$ cat config.mk
export PLATFORM = sky130hd
export DESIGN_NAME = multiport_regfile
export DESIGN_NICKNAME = d
export VERILOG_FILES = /design/src/rtl/multiport_regfile.sv
export SDC_FILE = /design/constraint.sdc
export NUM_CORES = 2
export LEC_CHECK = 0
export CAP_MARGIN = 25
export CELL_PAD_IN_SITES_DETAIL_PLACEMENT = 1
export CELL_PAD_IN_SITES_GLOBAL_PLACEMENT = 1
export CORE_MARGIN = 4
export CORE_UTILIZATION = 53
export CTS_BUF_LIST = sky130_fd_sc_hd__clkbuf_8
export DETAILED_ROUTE_END_ITERATION = 8
export PLACE_DENSITY_LB_ADDON = 0.3
export SKIP_LAST_GASP = 1
export SYNTH_ARGS = -nofsm -noshare
export SYNTH_HDL_FRONTEND = slang
export SYNTH_SLANG_ARGS = --single-unit
$ cat constraint.sdc
create_clock -name clk -period 3.2 [get_ports clk]
set_input_delay 0.8 -clock clk [delete_from_list [all_inputs] [get_ports clk]]
set_output_delay 0.8 -clock clk [all_outputs]
set_load 0.05 [all_outputs]
$ cat src/rtl/multiport_regfile.sv
// Multi-port register file: two byte-masked write ports, NUM_RD registered read ports, sweep clear.
// Optional macro REGFILE_BYPASS_EN forwards same-edge write data to the read ports.
module multiport_regfile #(
    parameter int DATA_WIDTH = 32,
    parameter int ADDR_WIDTH = 5,
    parameter int NUM_RD     = 2,
    parameter int ZERO_REG   = 1
) (
    input  logic                         clk,
    input  logic                         rst_n,
    input  logic                         we0,
    input  logic                         we1,
    input  logic [ADDR_WIDTH-1:0]        waddr0,
    input  logic [ADDR_WIDTH-1:0]        waddr1,
    input  logic [DATA_WIDTH-1:0]        wdata0,
    input  logic [DATA_WIDTH-1:0]        wdata1,
    input  logic [DATA_WIDTH/8-1:0]      wbe0,
    input  logic [DATA_WIDTH/8-1:0]      wbe1,
    input  logic [NUM_RD-1:0]            re,
    input  logic [NUM_RD*ADDR_WIDTH-1:0] raddr,
    output logic [NUM_RD*DATA_WIDTH-1:0] rdata,
    output logic [NUM_RD-1:0]            rvalid,
    input  logic                         clr_req,
    output logic                         clr_busy,
    output logic                         wr_drop
);

    localparam int DEPTH     = 2**ADDR_WIDTH;
    localparam int NUM_BYTES = DATA_WIDTH / 8;

    typedef enum logic {IDLE, SWEEP} state_t;

    state_t                             state_reg, state_next;
    logic [ADDR_WIDTH-1:0]              sweep_addr_reg, sweep_addr_next;
    logic                               wr_drop_reg, wr_drop_next;
    logic [DEPTH-1:0][DATA_WIDTH-1:0]   regs_reg;
    logic [DEPTH-1:0][DATA_WIDTH-1:0]   regs_next;
    logic                               clr_active;
    logic [ADDR_WIDTH-1:0]              clr_addr;
    logic                               wr_ok;

    always_comb begin
        state_next      = state_reg;
        sweep_addr_next = sweep_addr_reg;
        clr_active      = 1'b0;
        clr_addr        = '0;
        case (state_reg)
            IDLE: begin
                if (clr_req) begin
                    state_next      = SWEEP;
                    sweep_addr_next = ADDR_WIDTH'(1);
                    clr_active      = 1'b1;
                end
            end
            SWEEP: begin
                clr_active      = 1'b1;
                clr_addr        = sweep_addr_reg;
                sweep_addr_next = sweep_addr_reg + ADDR_WIDTH'(1);
                if (sweep_addr_reg == {ADDR_WIDTH{1'b1}})
                    state_next = IDLE;
            end
            default: state_next = IDLE;
        endcase
    end

    // The accepting edge and every sweep edge own the array, so writes there are dropped.
    assign wr_ok        = !clr_active;
    assign wr_drop_next = clr_active && (we0 || we1);
    assign clr_busy     = (state_reg == SWEEP);
    assign wr_drop      = wr_drop_reg;

    genvar gi, gb;
    generate
        for (gi = 0; gi < DEPTH; gi++) begin : g_reg
            logic hit0, hit1, hit_clr, force_zero;
            assign hit0       = wr_ok && we0 && (waddr0 == ADDR_WIDTH'(gi));
            assign hit1       = wr_ok && we1 && (waddr1 == ADDR_WIDTH'(gi));
            assign hit_clr    = clr_active && (clr_addr == ADDR_WIDTH'(gi));
            assign force_zero = (ZERO_REG != 0) && (gi == 0);
            for (gb = 0; gb < NUM_BYTES; gb++) begin : g_byte
                // Port 1 wins bytes enabled on both ports.
                assign regs_next[gi][gb*8 +: 8] =
                    (hit_clr || force_zero) ? 8'h00 :
                    (hit1 && wbe1[gb])      ? wdata1[gb*8 +: 8] :
                    (hit0 && wbe0[gb])      ? wdata0[gb*8 +: 8] :
                                              regs_reg[gi][gb*8 +: 8];
            end
        end
    endgenerate

    always_ff @(posedge clk or negedge rst_n) begin
        if (!rst_n) begin
            state_reg      <= IDLE;
            sweep_addr_reg <= '0;
            wr_drop_reg    <= 1'b0;
            regs_reg       <= '0;
        end else begin
            state_reg      <= state_next;
            sweep_addr_reg <= sweep_addr_next;
            wr_drop_reg    <= wr_drop_next;
            regs_reg       <= regs_next;
        end
    end

    generate
        for (gi = 0; gi < NUM_RD; gi++) begin : g_rd
            logic [ADDR_WIDTH-1:0] ra;
            logic [DATA_WIDTH-1:0] word;
            logic [DATA_WIDTH-1:0] rdata_reg;
            logic                  rvalid_reg;

            assign ra = raddr[gi*ADDR_WIDTH +: ADDR_WIDTH];
`ifdef REGFILE_BYPASS_EN
            assign word = regs_next[ra];
`else
            assign word = regs_reg[ra];
`endif

            always_ff @(posedge clk or negedge rst_n) begin
                if (!rst_n) begin
                    rdata_reg  <= '0;
                    rvalid_reg <= 1'b0;
                end else begin
                    rvalid_reg <= re[gi];
                    if (re[gi])
                        rdata_reg <= ((ZERO_REG != 0) && (ra == '0)) ? '0 : word;
                end
            end

            assign rdata[gi*DATA_WIDTH +: DATA_WIDTH] = rdata_reg;
            assign rvalid[gi]                         = rvalid_reg;
        end
    endgenerate

endmodule

# Yosys cells after proc, flatten, opt, wreduce, memory -nomap -nowiden
# Cells that the tools add are included.
[op_classes]
n_reduce_logical = 472
div = 0
mux = 385
n_lt_le_gt_ge = 2
addsub = 1
n_eq_ne = 95
multipliers = 0
n_bitwise = 1
n_shift = 0
[op_table]
columns = ["operator", "count"]
rows = [
  ["$mux W8", 372],
  ["$reduce_bool A3 Y1", 124],
  ["$logic_and A1 B1 Y1", 344],
  ["$bmux W32 S5", 2],
  ["$eq A5 B5 Y1 const B", 49],
  ["$mux W32", 4],
  ["$eq A5 B4 Y1 const B", 24],
  ["$eq A5 B3 Y1 const B", 12],
  ["$eq A5 B2 Y1 const B", 6],
  ["$eq A5 B1 Y1 const B", 3],
  ["$lt A5 B6 Y1 const B", 2],
  ["$logic_not A5 Y1", 2],
  ["$mux W5", 2],
  ["$pmux W5 S2", 1],
  ["$add A5 B1 Y5 const B", 1],
  ["$pmux W1 S2", 2],
  ["$mux W1", 2],
  ["$ne A2 B2 Y1 const B", 1],
  ["$logic_not A1 Y1", 1],
  ["$logic_or A1 B1 Y1", 1],
  ["$not A1 Y1", 1],
]
[word_totals]
latch_bits = 0
out_inout_bits = 68
mem_count = 0
register_bits = 1065
mem_bits_rw = 0
rom_bits = 0

# Depth between registers and ports, before layout
[depth]
depth_word = 9
mapped_depth = 10

# Worst setup path before layout
# OpenSTA, ideal clock, no wires.
[synth_path]
path_kind = "in2reg"
from = "input port raddr[5]"
to = "register g_rd[1].rdata_reg[0]"
cell_stages = 5
n_path_buf = 2
path_slack_ns = 0.265
setup_ns = 0.126
arrival_ns = 2.809
cell_sequence = "buf_2 -> buf_1 -> mux4_2 -> mux4_2 -> a221o_1"
[synth_between]
elab_chain_cells = 3
[synth_lines]
columns = ["element", "line", "rtl"]
rows = [
  ["start: declaration", "20", "input logic [NUM_RD*ADDR_WIDTH-1:0] raddr,"],
  ["$bmux W32 S5", "116", "assign word = regs_reg[ra];"],
  ["$mux W32 (implied by the code)", "116", ""],
  ["$mux W32 *", "126", "rdata_reg <= ((ZERO_REG != 0) && (ra == '0)) ? '0 : word;"],
  ["end signal: assignment", "126", ""],
  ["end: declaration", "109", "logic [DATA_WIDTH-1:0] rdata_reg;"],
]
# Mark *: on every way between the ends. The rest lies on a longest branch, timed or not. The select of a mux whose other input is x is not followed.
# A chain may end at the register's enable or synchronous reset.

# Worst setup path in the final report
[layout_path]
from = "register sweep_addr_reg[3]"
to = "register regs_reg[508] in the netlist's numbering"
[layout_between]
elab_chain_cells = 4
[layout_lines]
columns = ["element", "line", "rtl"]
rows = [
  ["start: declaration", "34", "logic [ADDR_WIDTH-1:0] sweep_addr_reg, sweep_addr_next;"],
  ["start signal: assignment", "99", "sweep_addr_reg <= sweep_addr_next;"],
  ["$mux W5 *", "47", "case (state_reg)"],
  ["$eq A5 B4 Y1 *", "78", "assign hit_clr = clr_active && (clr_addr == ADDR_WIDTH'(gi));"],
  ["$logic_and A1 B1 Y1 *", "78", ""],
  ["$reduce_bool A3 Y1 (no line) or $mux W8 (tied branches)", "n/a", ""],
  ["end signal: assignment", "101", "regs_reg <= regs_next;"],
  ["end: declaration", "36", "logic [DEPTH-1:0][DATA_WIDTH-1:0] regs_reg;"],
]
# Mark *: on every way between the ends. The rest lies on a longest branch, timed or not.

==> flow_metrics.tcl <==
set metrics [dict create \
    outcome "finished with violations" \
    failed_checks "negative setup slack" \
    drtIter0Drc 11500 \
    hp-class "in2reg" \
    core_um2 130000 \
    die_w_um 371 \
    grt_start_max_net_pins 87 \
    holdWs_ps 364 \
    clock-sinks 1065 \
    yosys-top-cells-area "dfrtp_1, mux4_2, mux2i_1" \
    fmax_mhz 301 \
    row_count 132 \
    synth.avg_cell_area_um2 11.0 \
    clock_latency_ps 960 \
    antenna_left 0 \
    dp_hpwl_mm 228 \
    cp_max_fo 17 \
    critical_path_required_ps 4040 \
    area_delta_synth_final_pct 20.7 \
    fin_nets 6956 \
    fin_ws_ps -119 \
    reg2reg_slack_ps -120 \
    clock_path_buffers 3 \
    cpPeakStageDelay_ps 590 \
    port_buffers 166 \
    grt_pass1_vias 71100 \
    cts_root_buf "clkbuf_8" \
    cp_slowest_cell "dfrtp_1" \
    post-place-cells 8348 \
    vias 68600 \
    drc_errors 0 \
    path_cells "nand2b_1, buf_4, nor2_4, buf_4, a221oi_2, buf_12, o31ai_1" \
    initial_utilization_pct 53.7 \
    worst_pin_slew_ps 1240 \
    first_pass_iters 7 \
    largest_reg_flops 992 \
    final-seq-area_um2 26700 \
    leakagePower_nw 40.5 \
    slew_headroom_pct 17.4 \
    overflow 0 \
    drive_gt1_share_pct 28.2 \
    die_h_um 371 \
    syn_nets 6473 \
    die_area_um2 138000 \
    n_fill_cell 13200 \
    crit_top_cell "buf_4" \
    stdcell_count 8762 \
    cts_made_buffers 190 \
    vdd_ir_drop_max_uv 451 \
    ys.flop_type "dfrtp_1" \
    ys.warnings.count 0 \
    period_share_pct 104 \
    synth_most_common_cell "dfrtp_1" \
    syn-cell-area_um2 69800 \
    worstSetupStartpointType "flop" \
    rr_startpoint "sweep_addr_reg[3]" \
    grt_first_pass_wirelength_mm 495 \
    drt_wl_total_mm 346 \
    synth_seq_area_share_pct 38.2 \
    place_congestion 0.994 \
    setup_viol 11 \
    async_reset_ff_share_pct 100 \
    rr_endpoint "regs_reg[508]" \
    yosysTopAreaCell "dfrtp_1" \
    ys_ff_latch 1065 \
    cap_viol_max_count 0 \
    hold-path-cell-count 3 \
    crit_arrival_ps 4160 \
    slew_violations 0 \
    viasPerCell 7.83 \
    drt-wirelength-per-cell_um 39.5 \
    htreeDepth 4 \
    powerDensity_nw_per_um2 670 \
    grt_usage_pct 49.2 \
    synth.top_cells.by_count "dfrtp_1, mux2i_1, nand2_1" \
    synth_cell_types 73 \
    rr_worst_depth 7 \
    cts_tree "built" \
    hold-path-endpoint "g_rd[1].rdata_reg[28]" \
    io_pins 167 \
    fin_crit_ps 3320 \
    critPathKind "reg2reg" \
    multi_input_area_um2 40300 \
    worstHoldStart "raddr[8]" \
    path_clk_slew_ps 70 \
    finalHoldViolCount 0 \
    antenna_found_initial 27 \
    synth_top_area_share_pct 38.2 \
    endpoint_kind "flop" \
    syn_inst 6372 \
    skew_ps 39.7 \
    synth_edf_count 0 \
]
power by group:
part           internal [mW]  total [mW]  switching, mW
logic                   8.74        20.4           11.6
registers               17.9        22.7           4.82
clock network           6.82        13.3           6.53
cell families after synthesis:
kind of cell | share of synthesized area [%]
compound gates | 17.4
xor+xnor | 0.0125
fa+ha+maj | 0.0358
buf+inv | 4.91
flops | 38.2
mux | 31.1
simple gates | 8.38
through the flow:
| step | worst slack, ps | TNS [ps] | util, % | power, mW | area (µm²) |
|---|---|---|---|---|---|
| finish | -119 | -550 | 64.8 | 56.5 | 84300 |
| CTS | 26.9 | 0 | 64.3 | 54.8 | 83700 |
| global route | -48.6 | -119 | 64.7 | 58.0 | 84200 |
| floorplan | 265 | 0 | - | 32.7 | 69800 |
| detailed placement | -657 | -253340 | 61.3 | 41.3 | 79800 |
| global placement | -609 | -194790 | 61.3 | 39.5 | 79800 |
layer usage:
layer | track usage, % | part of all wire (%)
met5 | 1.10 | 0.086
met4 | 35.2 | 8.9
met3 | 22.7 | 15
met2 | 69.1 | 41
met1 | 59.5 | 34
critical path, delay by kind of cell (launching register included):
| family | cells | cell delay [ps] |
|---|---|---|
| buffers and inverters | 3 | 1100 |
| AOI/OAI and AO/OA | 2 | 370 |
| DFF | 1 | 590 |
| and+or+nand+nor | 2 | 1110 |
worst max path at each step:
stage,startpoint,end,slack [ps]
finish,sweep_addr_reg[3],regs_reg[508],-120
global route,sweep_addr_reg[4],regs_reg[508],-50
CTS,clr_busy,regs_reg[590],30
detailed placement,waddr1[0],regs_reg[215],-660
global placement,waddr1[0],regs_reg[477],-610
floorplan,raddr[5],g_rd[1].rdata_reg[0],270
repair_timing:
item | 4_1_cts | 5_1_grt
hold buffers | 1 | 0
buffers inserted | 7 | 18
setup endpoints to repair | 18 | 85
gates cloned | 1 | 0
gates resized for setup | 2 | 2
pin swaps | 3 | 6
endpoints found under the hold margin | 37 | 0
cell usage in the layout (no fill, tap or decap), types with 62 or more instances in the layout:
cell type,instances
nand2_1,867
clkbuf_8,247
mux2_2,96
inv_1,102
clkdlybuf4s50_1,148
a221oi_2,65
o31ai_1,596
mux4_2,459
buf_4,577
a21oi_1,390
nor2_1,150
buf_12,248
mux2i_1,1027
dfrtp_1,1064
o21ai_0,81
a211oi_1,135
a221o_1,62
final cells by class:
class | instances | share of cell area, %
multi-input combinational | 4554 | 47.8
sequential | 1065 | 31.6
timing repair buffer | 1004 | 13.2
clock buffer | 241 | 3.94
tap | 1742 | 2.59
clock inverter | 99 | 0.579
inverter | 40 | 0.178
antenna | 17 | 0.0505
(Power assumes the default switching activity.)
